--- src/rtl/move_code_encoder.sv ---
// Move-entry front end: synchronizes and debounces the ENTER button, captures the
// switch selection on each press, queues moves and streams them as face/turn code tokens.
module move_code_encoder #(
   parameter int DEBOUNCE_CYCLES = 500000,
   parameter int FIFO_DEPTH      = 4
) (
   input  logic                        CLOCK_50,
   input  logic                        reset,
   input  logic [4:0]                  SW,
   input  logic                        KEY_enter,
   output logic [3:0]                  code_out,
   output logic                        code_valid,
   input  logic                        code_ready,
   output logic [$clog2(FIFO_DEPTH):0] fifo_count,
   output logic                        err_illegal,
   output logic                        err_overflow
);
   localparam int CNT_W = $clog2(DEBOUNCE_CYCLES);
   localparam int PTR_W = $clog2(FIFO_DEPTH);
   localparam logic [CNT_W-1:0] CNT_LAST = CNT_W'(DEBOUNCE_CYCLES - 1);
   localparam logic [PTR_W:0]   DEPTH_V  = (PTR_W + 1)'(FIFO_DEPTH);

   typedef enum logic [1:0] {S_IDLE, S_FACE, S_MOD} state_t;

   logic             key_s1_q, key_s2_q;
   logic [4:0]       sw_s1_q, sw_s2_q;
   logic             deb_q;
   logic [CNT_W-1:0] deb_cnt_q;
   logic             press_w, legal_w, full_w, push_w, pop_w;
   logic [4:0]       mem_q [FIFO_DEPTH];
   logic [PTR_W-1:0] wr_ptr_q, rd_ptr_q;
   logic [PTR_W:0]   cnt_q;
   logic [4:0]       hold_q, hold_d;
   state_t           state_q, state_d;
   logic             err_illegal_q, err_overflow_q;

   always_ff @(posedge CLOCK_50) begin
      if (reset) begin
         key_s1_q <= 1'b1;
         key_s2_q <= 1'b1;
         sw_s1_q  <= '0;
         sw_s2_q  <= '0;
      end else begin
         key_s1_q <= KEY_enter;
         key_s2_q <= key_s1_q;
         sw_s1_q  <= SW;
         sw_s2_q  <= sw_s1_q;
      end
   end

   // The counter only runs while a level change is pending; any return to the
   // accepted level restarts the qualification window.
   always_ff @(posedge CLOCK_50) begin
      if (reset) begin
         deb_q     <= 1'b1;
         deb_cnt_q <= '0;
      end else if (key_s2_q == deb_q) begin
         deb_cnt_q <= '0;
      end else if (deb_cnt_q == CNT_LAST) begin
         deb_q     <= key_s2_q;
         deb_cnt_q <= '0;
      end else begin
         deb_cnt_q <= deb_cnt_q + CNT_W'(1);
      end
   end

   assign press_w = deb_q && !key_s2_q && (deb_cnt_q == CNT_LAST);
   assign legal_w = (sw_s2_q[2:0] <= 3'd5) && (sw_s2_q[4:3] != 2'b11);
   assign full_w  = (cnt_q == DEPTH_V);
   assign push_w  = press_w && legal_w && (!full_w || pop_w);

   always_ff @(posedge CLOCK_50) begin
      if (push_w) mem_q[wr_ptr_q] <= sw_s2_q;
   end

   always_ff @(posedge CLOCK_50) begin
      if (reset) begin
         wr_ptr_q <= '0;
         rd_ptr_q <= '0;
         cnt_q    <= '0;
      end else begin
         if (push_w) wr_ptr_q <= wr_ptr_q + PTR_W'(1);
         if (pop_w)  rd_ptr_q <= rd_ptr_q + PTR_W'(1);
         case ({push_w, pop_w})
            2'b10:   cnt_q <= cnt_q + (PTR_W + 1)'(1);
            2'b01:   cnt_q <= cnt_q - (PTR_W + 1)'(1);
            default: cnt_q <= cnt_q;
         endcase
      end
   end

   always_ff @(posedge CLOCK_50) begin
      if (reset) begin
         err_illegal_q  <= 1'b0;
         err_overflow_q <= 1'b0;
      end else if (press_w) begin
         if (!legal_w) begin
            err_illegal_q <= 1'b1;
         end else begin
            err_illegal_q <= 1'b0;
            if (full_w && !pop_w) err_overflow_q <= 1'b1;
         end
      end
   end

   always_ff @(posedge CLOCK_50) begin
      if (reset) state_q <= S_IDLE;
      else       state_q <= state_d;
      hold_q <= hold_d;
   end

   always_comb begin
      state_d    = state_q;
      hold_d     = hold_q;
      pop_w      = 1'b0;
      code_valid = 1'b0;
      code_out   = 4'hF;
      case (state_q)
         S_IDLE: begin
            if (cnt_q != '0) begin
               pop_w   = 1'b1;
               hold_d  = mem_q[rd_ptr_q];
               state_d = S_FACE;
            end
         end
         S_FACE: begin
            code_valid = 1'b1;
            code_out   = {1'b0, hold_q[2:0]};
            if (code_ready) state_d = S_MOD;
         end
         S_MOD: begin
            code_valid = 1'b1;
            case (hold_q[4:3])
               2'b00:   code_out = 4'hB;
               2'b01:   code_out = 4'hC;
               default: code_out = 4'hD;
            endcase
            // Chain straight into the next move so back-to-back moves leave no bubble.
            if (code_ready) begin
               if (cnt_q != '0) begin
                  pop_w   = 1'b1;
                  hold_d  = mem_q[rd_ptr_q];
                  state_d = S_FACE;
               end else begin
                  state_d = S_IDLE;
               end
            end
         end
         default: state_d = S_IDLE;
      endcase
   end

   assign fifo_count   = cnt_q;
   assign err_illegal  = err_illegal_q;
   assign err_overflow = err_overflow_q;

endmodule
--- config.mk ---
export PLATFORM = sky130hd
export DESIGN_NAME = move_code_encoder
export DESIGN_NICKNAME = d
export VERILOG_FILES = /design/src/rtl/move_code_encoder.sv
export SDC_FILE = /design/constraint.sdc
export NUM_CORES = 1
export LEC_CHECK = 0
export BUFFER_PORTS_ARGS = -buffer_cell sky130_fd_sc_hd__buf_2
export CORE_MARGIN = 10
export CORE_UTILIZATION = 40
export CTS_CLUSTER_SIZE = 8
export DETAILED_ROUTE_END_ITERATION = 10
export GPL_ROUTABILITY_DRIVEN = 1
export SYNTH_ARGS = -nofsm -noshare
export SYNTH_HDL_FRONTEND = slang
export SYNTH_SLANG_ARGS = --single-unit
--- constraint.sdc ---
create_clock -name CLOCK_50 -period 3.13 [get_ports CLOCK_50]
set_input_delay 0.1565 -clock CLOCK_50 [delete_from_list [all_inputs] [get_ports CLOCK_50]]
set_output_delay 0.1565 -clock CLOCK_50 [all_outputs]
set_load 0.02 [all_outputs]
### Word level (Yosys, flattened, before mapping)

Memory sizes are Yosys's and may differ from the RTL's. A register that Yosys moved wholly into a read port is not among the register bits.
Index checks and enable logic that the tools add are counted.

| cells by class | value |
|---|---|
| $lt $le $gt $ge | 1 |
| muxes and demuxes | 20 |
| reductions and logical operators | 21 |
| eq/ne operators | 12 |
| add/sub/neg operators | 5 |
| bitwise logic cells | 1 |

Operators by type and width:

| cell | number |
|---|---|
| adder 19 x 1 -> 19 bit, second input constant | 1 |
| equality test 19 bit, second input constant | 1 |
| case mux 3 bit (2 select lines) | 2 |
| two-way mux 2 bit | 5 |
| two-way mux 5 bit | 2 |
| case mux 5 bit (2 select lines) | 1 |
| != test 2 bit, second input constant | 4 |
| case mux 4 bit (2 select lines) | 1 |
| two-way mux 1 bit | 7 |
| equality test 2 x 1 -> 1 bit, second input constant | 3 |
| logical AND 1 bit | 6 |
| case mux 2 bit (3 select lines) | 1 |
| AND reduction 3 bit | 2 |
| adder 2 x 1 -> 2 bit, second input constant | 2 |
| equality test 2 bit, second input constant | 2 |
| logical NOT 2 bit | 2 |
| AND reduction 2 bit | 2 |
| nonzero test 2 bit | 2 |
| adder 3 x 1 -> 3 bit, second input constant | 1 |
| equality test 3 bit, second input constant | 1 |
| <= comparator 3 bit, second input constant | 1 |
| logical NOT 1 bit | 3 |
| nonzero test 3 bit | 1 |
| OR reduction 3 bit | 1 |
| 6 further kinds | 6 |

| word-level totals | value |
|---|---|
| flip-flop bits (word level) | 48 |
| RAM bits | 20 |
| input port bits | 9 |
| memories | 1 |
| output and inout port bits | 10 |
| logic and storage cells | 74 |

Memory list:

| memory | words | bits a word | read ports | clocked after memory_dff | wr ports | line | source |
|---|---|---|---|---|---|---|---|
| mem_q | 4 | 5 | 1 | 1 | 1 | 30 | `logic [4:0] mem_q [FIFO_DEPTH];` |

### Depth between registers and ports, before layout

Gate-level depths: netlist of the first run.

| logic depth | value |
|---|---|
| depth after elaboration | 8 |
| depth in mapped cells | 10 |
| gate-level depth less buffers | 10 |

### Least setup slack after synthesis of the first run

Ideal clock, no wire load.

| path | value |
|---|---|
| kind | register -> register |
| start | register key_s2_q |
| end | register cnt_q[2], in the netlist fifo_count[2] |
| path buffers | 0 |
| slack | 847 ps |
| required time | 3009 ps |
| cell stages (with the launch flop) | 11 |
| clock period less this slack | 2283 ps |
| library setup time | 121 ps |
| data arrival time | 2162 ps |
| cells stage by stage | dfxtp_1 > inv_1 > ha_1 > a21boi_0 > nand4b_4 > o21ai_2 > inv_1 > fa_1 > nor2b_1 > a2bb2oi_2 > mux2_4 |

| on the way | value |
|---|---|
| word-level cells in the longest chain between the ends | 7 |
| elaborated cells between the ends (all ways) | 9 |
| classes of those cells | eq/ne (2); mux (1); reduce/logical (6) |

Ends and longest elaborated chain:

| item | line | source |
|---|---|---|
| from (decl) | 25 | `logic key_s1_q, key_s2_q;` |
| from (signal assigned) | 45 | `key_s2_q <= key_s1_q;` |
| logical NOT 1 bit (*) | 67 | `assign press_w = deb_q && !key_s2_q && (deb_cnt_q == CNT_LAST);` |
| logical AND 1 bit (*) (2 in a row) | 67 |  |
| logical AND 1 bit (*) (2 in a row) | 70 | `assign push_w = press_w && legal_w && (!full_w \|\| pop_w);` |
| equality test 2 x 1 -> 1 bit / equality test 2 bit (equally long branches) | 84 | `case ({push_w, pop_w})` |
| case mux 3 bit (2 select lines) / nonzero test 2 bit (equally long branches) | n/a |  |
| to (signal assigned) | 85 | `2'b10: cnt_q <= cnt_q + (PTR_W + 1)'(1);` |
| to (signal assigned) | 86 | `2'b01: cnt_q <= cnt_q - (PTR_W + 1)'(1);` |
| to (signal assigned) | 87 | `default: cnt_q <= cnt_q;` |
| to (decl) | 32 | `logic [PTR_W:0] cnt_q;` |

Mark *: on every way between the ends. The rest lies on a longest branch, timed or not.
A chain may end at the register's enable or synchronous reset.

### Worst setup path after layout of the first run

Ends and elaborated chain as after synthesis.

==> results of run 1 <==
## area by class of cell
| type | instances | share of cell area [%] |
|---|---|---|
| Sequential cell | 70 | 49.46 |
| Tap cell | 99 | 3.709 |
| Inverter | 13 | 1.461 |
| Timing Repair Buffer | 19 | 2.997 |
| Clock inverter | 6 | 1.911 |
| Multi-Input combinational cell | 165 | 36.64 |
| Clock buffer | 10 | 3.822 |
## critical path, cell delays in order (launching register included)
cell	delay [ps]
sky130_fd_sc_hd__dfxtp_1	310
sky130_fd_sc_hd__inv_1	50
sky130_fd_sc_hd__ha_1	150
sky130_fd_sc_hd__a21boi_0	350
sky130_fd_sc_hd__nand4b_4	170
sky130_fd_sc_hd__o21ai_2	220
sky130_fd_sc_hd__inv_1	70
sky130_fd_sc_hd__fa_1	390
sky130_fd_sc_hd__nor2b_1	150
sky130_fd_sc_hd__a2bb2oi_2	160
sky130_fd_sc_hd__mux2_4	300
## routing by layer
metal / routed length [µm] / part of all wire (%) / global-route usage [%] / vias to the layer above
met5: 0 / 0 / 0 / -
met4: 102 / 2.2 / 4.932 / 0
met3: 275 / 5.9 / 3.804 / 10
met2: 2039 / 44 / 12.63 / 32
met1: 2263 / 48 / 11.44 / 808
li1: - / - / - / 912
## through the flow
| stage | area (µm²) | std cells | utilization (%) | hold WS (ps) |
|---|---|---|---|---|
| 2_1_floorplan | 2967 | 255 | - | 260.3 |
| 3_3_place_gp | 3138 | 365 | 43.50 | 346.4 |
| 3_5_place_dp | 3138 | 365 | 43.50 | 344.0 |
| 4_1_cts | 3339 | 382 | 46.29 | 5.412 |
| 5_1_grt | 3339 | 382 | 46.29 | 18.44 |
| 6_report | 3339 | 382 | 46.29 | 27.02 |
## flip-flops by register name (all words and copies together) (netlist names), 2 cells and up, named ones only
register and flops:
rd_ptr_q 2, state_q 2, mem_q 20, sw_s2_q 5, fifo_count 3, sw_s1_q 5, hold_q 5, deb_cnt_q 19
wr_ptr_q 2
## where the power goes
part           internal, mW  total, mW  leakage, nW  switching, mW
clock                 0.366      0.686       0.0939          0.320
combinational         0.294      0.653        0.487          0.360
sequential             1.05       1.14        0.628         0.0864
## kinds of logic (layout without fill, tap and decap cells)
logic type / after synthesis / after routing / synth area share, %
AND/OR/NAND/NOR: 109 / 109 / 20.79
flip-flops: 70 / 70 / 55.67
XOR/XNOR: 20 / 20 / 5.905
buffers and inverters: 20 / 48 / 3.079
adder cells (fa/ha/maj): 12 / 12 / 5.314
AO/OA/AOI/OAI: 12 / 12 / 2.868
multiplexers: 12 / 12 / 6.369
## worst max-delay path by stage
stage | slack, ps | start | end
after floorplan | 850 | key_s2_q$_SDFF_PP1_ | fifo_count[2]$_SDFFE_PP0P_
after global placement | 780 | key_s2_q$_SDFF_PP1_ | fifo_count[2]$_SDFFE_PP0P_
after detailed placement | 680 | key_s2_q$_SDFF_PP1_ | fifo_count[2]$_SDFFE_PP0P_
after CTS | 670 | key_s2_q$_SDFF_PP1_ | fifo_count[2]$_SDFFE_PP0P_
after global routing | 540 | key_s2_q$_SDFF_PP1_ | fifo_count[2]$_SDFFE_PP0P_
final | 700 | key_s2_q$_SDFF_PP1_ | fifo_count[2]$_SDFFE_PP0P_
## placed cells by master, fill, tap and decap left out, types with 2 or more instances in the layout
| master | n |
|---|---|
| sky130_fd_sc_hd__a21oi_1 | 4 |
| sky130_fd_sc_hd__and2_2 | 4 |
| sky130_fd_sc_hd__and4_1 | 2 |
| sky130_fd_sc_hd__buf_2 | 18 |
| sky130_fd_sc_hd__clkbuf_8 | 9 |
| sky130_fd_sc_hd__clkinv_4 | 2 |
| sky130_fd_sc_hd__dfxtp_1 | 45 |
| sky130_fd_sc_hd__edfxtp_1 | 25 |
| sky130_fd_sc_hd__ha_1 | 11 |
| sky130_fd_sc_hd__inv_1 | 13 |
| sky130_fd_sc_hd__mux2i_1 | 5 |
| sky130_fd_sc_hd__mux4_2 | 5 |
| sky130_fd_sc_hd__nand2_1 | 12 |
| sky130_fd_sc_hd__nand2b_1 | 3 |
| sky130_fd_sc_hd__nand3_1 | 13 |
| sky130_fd_sc_hd__nand4_1 | 3 |
| sky130_fd_sc_hd__nor2_1 | 38 |
| sky130_fd_sc_hd__nor2b_1 | 13 |
| sky130_fd_sc_hd__nor3_1 | 6 |
| sky130_fd_sc_hd__nor3b_1 | 2 |
| sky130_fd_sc_hd__o21ai_0 | 3 |
| sky130_fd_sc_hd__or2_2 | 2 |
| sky130_fd_sc_hd__xnor2_1 | 11 |
| sky130_fd_sc_hd__xor2_1 | 9 |
## synthesized netlist by cell type
cell type	number
sky130_fd_sc_hd__nor2_1	38
sky130_fd_sc_hd__a2bb2oi_2	1
sky130_fd_sc_hd__mux2_2	1
sky130_fd_sc_hd__and4bb_2	1
sky130_fd_sc_hd__nor2_2	1
sky130_fd_sc_hd__o21ai_2	1
sky130_fd_sc_hd__or3_1	1
sky130_fd_sc_hd__clkbuf_1	4
sky130_fd_sc_hd__nor2b_1	13
sky130_fd_sc_hd__nand2b_1	3
sky130_fd_sc_hd__fa_1	1
sky130_fd_sc_hd__mux4_2	5
sky130_fd_sc_hd__xnor2_1	11
sky130_fd_sc_hd__and3_1	1
sky130_fd_sc_hd__nand4b_4	1
sky130_fd_sc_hd__buf_2	1
sky130_fd_sc_hd__dfxtp_1	45
sky130_fd_sc_hd__or2_2	2
sky130_fd_sc_hd__nand4_1	3
sky130_fd_sc_hd__a21boi_0	1
sky130_fd_sc_hd__nor3b_1	2
sky130_fd_sc_hd__buf_6	2
sky130_fd_sc_hd__nor4b_2	1
sky130_fd_sc_hd__xor2_1	9
sky130_fd_sc_hd__a21oi_1	4
sky130_fd_sc_hd__and4_1	2
sky130_fd_sc_hd__nand3_1	13
sky130_fd_sc_hd__ha_1	11
sky130_fd_sc_hd__a21boi_2	1
sky130_fd_sc_hd__nand3_2	1
sky130_fd_sc_hd__and4bb_4	1
sky130_fd_sc_hd__o21bai_1	1
sky130_fd_sc_hd__o21ai_0	3
sky130_fd_sc_hd__mux2_4	1
sky130_fd_sc_hd__nor3_1	6
sky130_fd_sc_hd__nor4_1	1
sky130_fd_sc_hd__nor3_4	1
sky130_fd_sc_hd__inv_1	13
sky130_fd_sc_hd__and2_2	4
sky130_fd_sc_hd__nor4_4	1
sky130_fd_sc_hd__nand2_1	12
sky130_fd_sc_hd__edfxtp_1	25
sky130_fd_sc_hd__mux2i_1	5
## timing repair
item                                    4_1_cts  5_1_grt
endpoints found under the setup margin        0        0
hold buffers                                  1        0
endpoints found under the hold margin         1        0
==> reports/qor.log, run 1 <==
INFO  floorplan      dieWidth=106.1µm
INFO  timing         finalWorstPathRequiredPeriod=2429ps
INFO  clock_tree     clk-insertion-delay-late=340ps
INFO  routing        detail-route-antenna-nets=0
INFO  critical_path  rr_startpoint=key_s2_q$_SDFF_PP1_
INFO  timing         finClkSkew=11.56ps
INFO  synthesis      ys_seq_area_share=55.67%
INFO  timing         fin_crit_sh=77.60%
INFO  clock_tree     clockRootBuffer=sky130_fd_sc_hd__clkbuf_8
INFO  layout         sequential_area=1652µm²
INFO  critical_path  worst_ep_arrival_time=2660ps
INFO  clock_tree     cts.htree.levels=3
INFO  routing        detail_route.vias_per_cell=4.613
INFO  clock_tree     postCtsSetupBuffers=0
INFO  clock_tree     clk_pin_slew=70ps
INFO  routing        route.final.wire_length=4680µm
INFO  placed_design  post-place-ws=681.3ps
INFO  critical_path  critPathLaunchType=flip-flop
INFO  placed_design  gpl.final_weighted_congestion=0.7635
INFO  clock_tree     numCtsBuffers=9
INFO  synthesis      synthesis.yosys.warnings=0
INFO  pwr            power.static_leakage=1.209nW
INFO  floorplan      placement_rows=31
INFO  timing         finalSetupTns=0ps
INFO  layout         area_growth_syn_to_layout=12.57%
INFO  synthesis      mappedNetlistArea=2967µm²
INFO  layout         antenna_cells=0
INFO  synthesis      postSynthRegisterBits=70
INFO  clock_tree     tritoncts=built
INFO  layout         multi_input_area=1224µm²
INFO  floorplan      die_height=106.1µm
INFO  grt            grt_start_max_net_pins=30
INFO  timing         max-slew-margin-rel=54.16%
INFO  pwr            power.density=742.7nW/µm²
INFO  placed_design  post-dp-hpwl=3369µm
INFO  layout         final_layout_size_suffix_gt1_share=19.79%
INFO  clock_tree     cts.sink_count=70
INFO  min_path       min_delay_worst_endpoint=sw_s1_q[2]$_SDFF_PP0_
INFO  critical_path  timing.critical_path.required=3360ps
INFO  synthesis      syn-mean-instance-area=11.63µm²
INFO  routing        drt_drc_violations_left=0
INFO  timing         final_critical_path_setup_slack=701.2ps
INFO  grt            antenna_found_initial=0
INFO  critical_path  r2r_slack=700ps
INFO  synthesis      yosys.cell_types.count=43
INFO  timing         grt_setup_unrepaired=false
INFO  flow_run       max_cap_violations=0
INFO  routing        drt_first_pass_iters=5
INFO  critical_path  regToRegEndpoint=fifo_count[2]$_SDFFE_PP0P_
INFO  timing         final_hold_viol_count=0
INFO  layout         finalNetCount=299
INFO  routing        drtIter0Drc=92
INFO  synthesis      synth_fp_nets=276
INFO  grt            number_of_global_route_vias_before_repair=1751
INFO  timing         finalSetupViolations=0
INFO  synthesis      post-synth-top-area-cell=sky130_fd_sc_hd__dfxtp_1
INFO  clock_tree     cts_resized=0
INFO  critical_path  end_kind=flip-flop
INFO  floorplan      fp.dieArea=11260µm²
INFO  timing         timing_max_transition_violations_final=0
INFO  min_path       timing.hold.worst.class=input port to flip-flop
INFO  critical_path  r2r_cells=10
INFO  critical_path  worst-path-max-fanout=3
INFO  floorplan      pin_count=19
INFO  critical_path  worstSetupPathType=flip-flop to flip-flop
INFO  placed_design  portBuffers=18
INFO  synthesis      synth_top_cells_by_area=sky130_fd_sc_hd__dfxtp_1 (30%), sky130_fd_sc_hd__edfxtp_1 (25%), sky130_fd_sc_hd__nor2_1 (4.8%)
INFO  routing        route.vias.total=1762
INFO  routing        per_cell_routed_wire_length=12.25µm
INFO  timing         upper_clock_frequency_limit=0.4117GHz
INFO  grt            globalRouteTotalUtil=9.010%
INFO  grt            wire_length_of_the_first_global_routing_pass=8176µm
INFO  pwr            post-layout-total-power=2.480mW
INFO  floorplan      starting_density_of_the_core=41.12%
INFO  grt            remaining_global_route_overflow=0
INFO  timing         timing_worst_slew_pin_value=687.6ps
INFO  clock_tree     ctsLongestPathBuffers=2
INFO  run_status     status=complete, no violations
INFO  min_path       min_from=SW[2]
INFO  synthesis      cells_after_synthesis=255
INFO  layout         filler_cell_count=708
INFO  min_path       hold_depth=2
INFO  floorplan      core_area=7214µm²
INFO  pwr            max-vdd-ir-drop=0.2732mV
INFO  synthesis      synth_top_area_share=30.37%
(Power assumes the default switching activity.)
==> run 2, diff against run 1 <==
Clock period 3.13 ns to 2.5 ns, I/O delays scaled along.
==> reports/qor.log, run 2 (same netlist as run 1, synthesis figures left out) <==
INFO  run_status     status=complete, no violations
INFO  critical_path  rr_startpoint=key_s2_q$_SDFF_PP1_
INFO  timing         timing_max_transition_violations_final=0
INFO  layout         final_layout_size_suffix_gt1_share=21.23%
INFO  pwr            max-vdd-ir-drop=0.3034mV
INFO  timing         finalSetupTns=0ps
INFO  routing        met2WireLength=2071µm
INFO  critical_path  worstSetupPathType=flip-flop to flip-flop
INFO  clock_tree     ctsLongestPathBuffers=2
INFO  layout         largest_register_ff_count=20
INFO  routing        per_cell_routed_wire_length=12.10µm
INFO  floorplan      die_height=106.1µm
INFO  clock_tree     clockRootBuffer=sky130_fd_sc_hd__clkbuf_8
INFO  critical_path  worst_ep_arrival_time=2520ps
INFO  timing         finalWorstPathRequiredPeriod=2302ps
INFO  grt            wire_length_of_the_first_global_routing_pass=8321µm
INFO  layout         filler_cell_count=690
INFO  timing         max-slew-margin-rel=66.79%
INFO  placed_design  gpl.final_weighted_congestion=0.7528
INFO  routing        drt_first_pass_iters=6
INFO  layout         finalNetCount=308
INFO  routing        drt_drc_violations_left=0
INFO  routing        route.vias.total=1802
INFO  floorplan      dieWidth=106.1µm
INFO  placed_design  portBuffers=18
INFO  pwr            power.density=966.5nW/µm²
INFO  layout         largest_register=mem_q
INFO  min_path       min_delay_worst_endpoint=sw_s1_q[4]$_SDFF_PP0_
INFO  grt            antenna_found_initial=0
INFO  placed_design  post-place-ws=96.35ps
INFO  placed_design  placed_instances=370
INFO  routing        route.final.wire_length=4731µm
INFO  placed_design  post-dp-hpwl=3420µm
INFO  timing         fin_crit_sh=92.07%
INFO  flow_run       max_cap_violations=0
INFO  clock_tree     cts.sink_count=70
INFO  floorplan      fp.dieArea=11260µm²
INFO  pwr            combPwrFrac=25.4%
INFO  layout         area_growth_syn_to_layout=16.83%
INFO  routing        detail_route.wirelength.met1=2350µm
INFO  critical_path  r2r_cells=10
INFO  floorplan      placement_rows=31
INFO  timing         finClkSkew=12.78ps
INFO  routing        met3WireLength=253µm
INFO  grt            number_of_global_route_vias_before_repair=1774
INFO  timing         upper_clock_frequency_limit=0.4345GHz
INFO  min_path       timing.hold.worst.class=input port to flip-flop
INFO  grt            globalRouteTotalUtil=9.083%
INFO  min_path       hold_depth=2
INFO  layout         layout.cells.most_common=sky130_fd_sc_hd__dfxtp_1
INFO  critical_path  regToRegEndpoint=fifo_count[2]$_SDFFE_PP0P_
INFO  critical_path  r2r_slack=200ps
INFO  pwr            power_frac_seq=42.6%
INFO  clock_tree     numCtsBuffers=9
INFO  critical_path  end_kind=flip-flop
INFO  clock_tree     tritoncts=built
INFO  critical_path  critPathLaunchType=flip-flop
INFO  timing         final_critical_path_setup_slack=198.3ps
INFO  grt            grt_start_max_net_pins=30
INFO  clock_tree     cts.htree.levels=3
INFO  min_path       min_from=SW[4]
INFO  pwr            switching_power=0.9704mW
INFO  timing         timing_worst_slew_pin_value=498.2ps
INFO  timing         final_hold_viol_count=0
INFO  clock_tree     clk-insertion-delay-late=340ps
INFO  floorplan      starting_density_of_the_core=41.12%
INFO  critical_path  worst-path-max-fanout=3
INFO  layout         antenna_cells=0
INFO  grt            remaining_global_route_overflow=0
INFO  pwr            power.switching_fraction=28.97%
INFO  floorplan      core_area=7214µm²
INFO  pwr            power.static_leakage=1.277nW
INFO  clock_tree     clk_pin_slew=70ps
INFO  pwr            power_report.internal_total=2.379mW
INFO  pwr            clkPwrFrac=32.0%
INFO  routing        detail_route.vias_per_cell=4.609
INFO  layout         fin_area=3466µm²
INFO  layout         fin_cells=391
INFO  floorplan      pin_count=19
INFO  timing         grt_setup_unrepaired=false
INFO  routing        drtIter0Drc=51
INFO  layout         reg.largest.list=mem_q (20), deb_cnt_q (19)
INFO  placed_design  post_dp_cell_area=3176µm²
INFO  layout         layout_common_cells=sky130_fd_sc_hd__dfxtp_1 (44), sky130_fd_sc_hd__nor2_1 (38), sky130_fd_sc_hd__edfxtp_1 (25), sky130_fd_sc_hd__buf_2 (18)
INFO  routing        detail-route-antenna-nets=0
INFO  critical_path  timing.critical_path.required=2720ps
INFO  timing         finalSetupViolations=0
INFO  routing        highest_layer=met4
run 2: what timing repair did:
item                                    4_1_cts  5_1_grt
hold buffers                                  5        0
hold endpoints to repair                      5        0
endpoints found under the setup margin        0        1
setup buffers                                 0        0
resized for setup                             0        2
run 2: cell type report:
type / count / area, µm² / area share [%]
clock inverter: 6 / 111.4 / 3.213
timing repair buffer: 28 / 177.7 / 5.126
inverter: 13 / 48.80 / 1.408
clock buffer: 10 / 127.6 / 3.682
multi-input combinational: 165 / 1224 / 35.31
sequential: 70 / 1653 / 47.69
tap: 99 / 123.9 / 3.574
run 2: per-stage QoR:
| step | hold WS (ps) | util, % | power (mW) |
|---|---|---|---|
| final | 8.928 | 48.04 | 3.350 |
| after global routing | 9.236 | 48.04 | 3.556 |
| after floorplan | 228.8 | - | 2.084 |
| after global placement | 315.9 | 44.02 | 2.289 |
| after detailed placement | 317.9 | 44.02 | 2.310 |
| after CTS | 5.070 | 48.02 | 3.396 |
run 2: how the worst max path moves through the flow:
stage                                        from                    endpoint  slack, ps  cells past startpoint
after global routing      state_q[0]$_SDFFE_PP0P_  fifo_count[2]$_SDFFE_PP0P_         50                     10
after detailed placement      key_s2_q$_SDFF_PP1_  fifo_count[2]$_SDFFE_PP0P_        100                     10
final                         key_s2_q$_SDFF_PP1_  fifo_count[2]$_SDFFE_PP0P_        200                     10
after floorplan               key_s2_q$_SDFF_PP1_  fifo_count[2]$_SDFFE_PP0P_        220                     10
after CTS                     key_s2_q$_SDFF_PP1_  fifo_count[2]$_SDFFE_PP0P_         90                     10
after global placement        key_s2_q$_SDFF_PP1_  fifo_count[2]$_SDFFE_PP0P_        160                     10
run 2: critical path: stages (launching register included):
cell and delay, ps:
sky130_fd_sc_hd__dfxtp_1 310, sky130_fd_sc_hd__inv_1 50, sky130_fd_sc_hd__ha_1 160, sky130_fd_sc_hd__a21boi_1 250, sky130_fd_sc_hd__nand4b_4 170, sky130_fd_sc_hd__o21ai_2 210
sky130_fd_sc_hd__inv_1 70, sky130_fd_sc_hd__fa_1 390, sky130_fd_sc_hd__nor2b_1 160, sky130_fd_sc_hd__a2bb2oi_2 140, sky130_fd_sc_hd__mux2_4 300
run 2: power groups by stage:
stage               clock [mW]  combinational, mW  sequential (mW)
global placement             0              0.838             1.45
detailed placement           0              0.855             1.45
finish                    1.07              0.850             1.43
global route              1.15              0.953             1.46
CTS                       1.10              0.864             1.43
floorplan                    0              0.639             1.45
run 2: layer usage:
| layer | vias up | GRT usage, % |
|---|---|---|
| met1 | 841 | 11.58 |
| met2 | 25 | 13.25 |
| met5 | - | 0 |
| li1 | 931 | - |
| met4 | 0 | 3.772 |
| met3 | 5 | 3.804 |
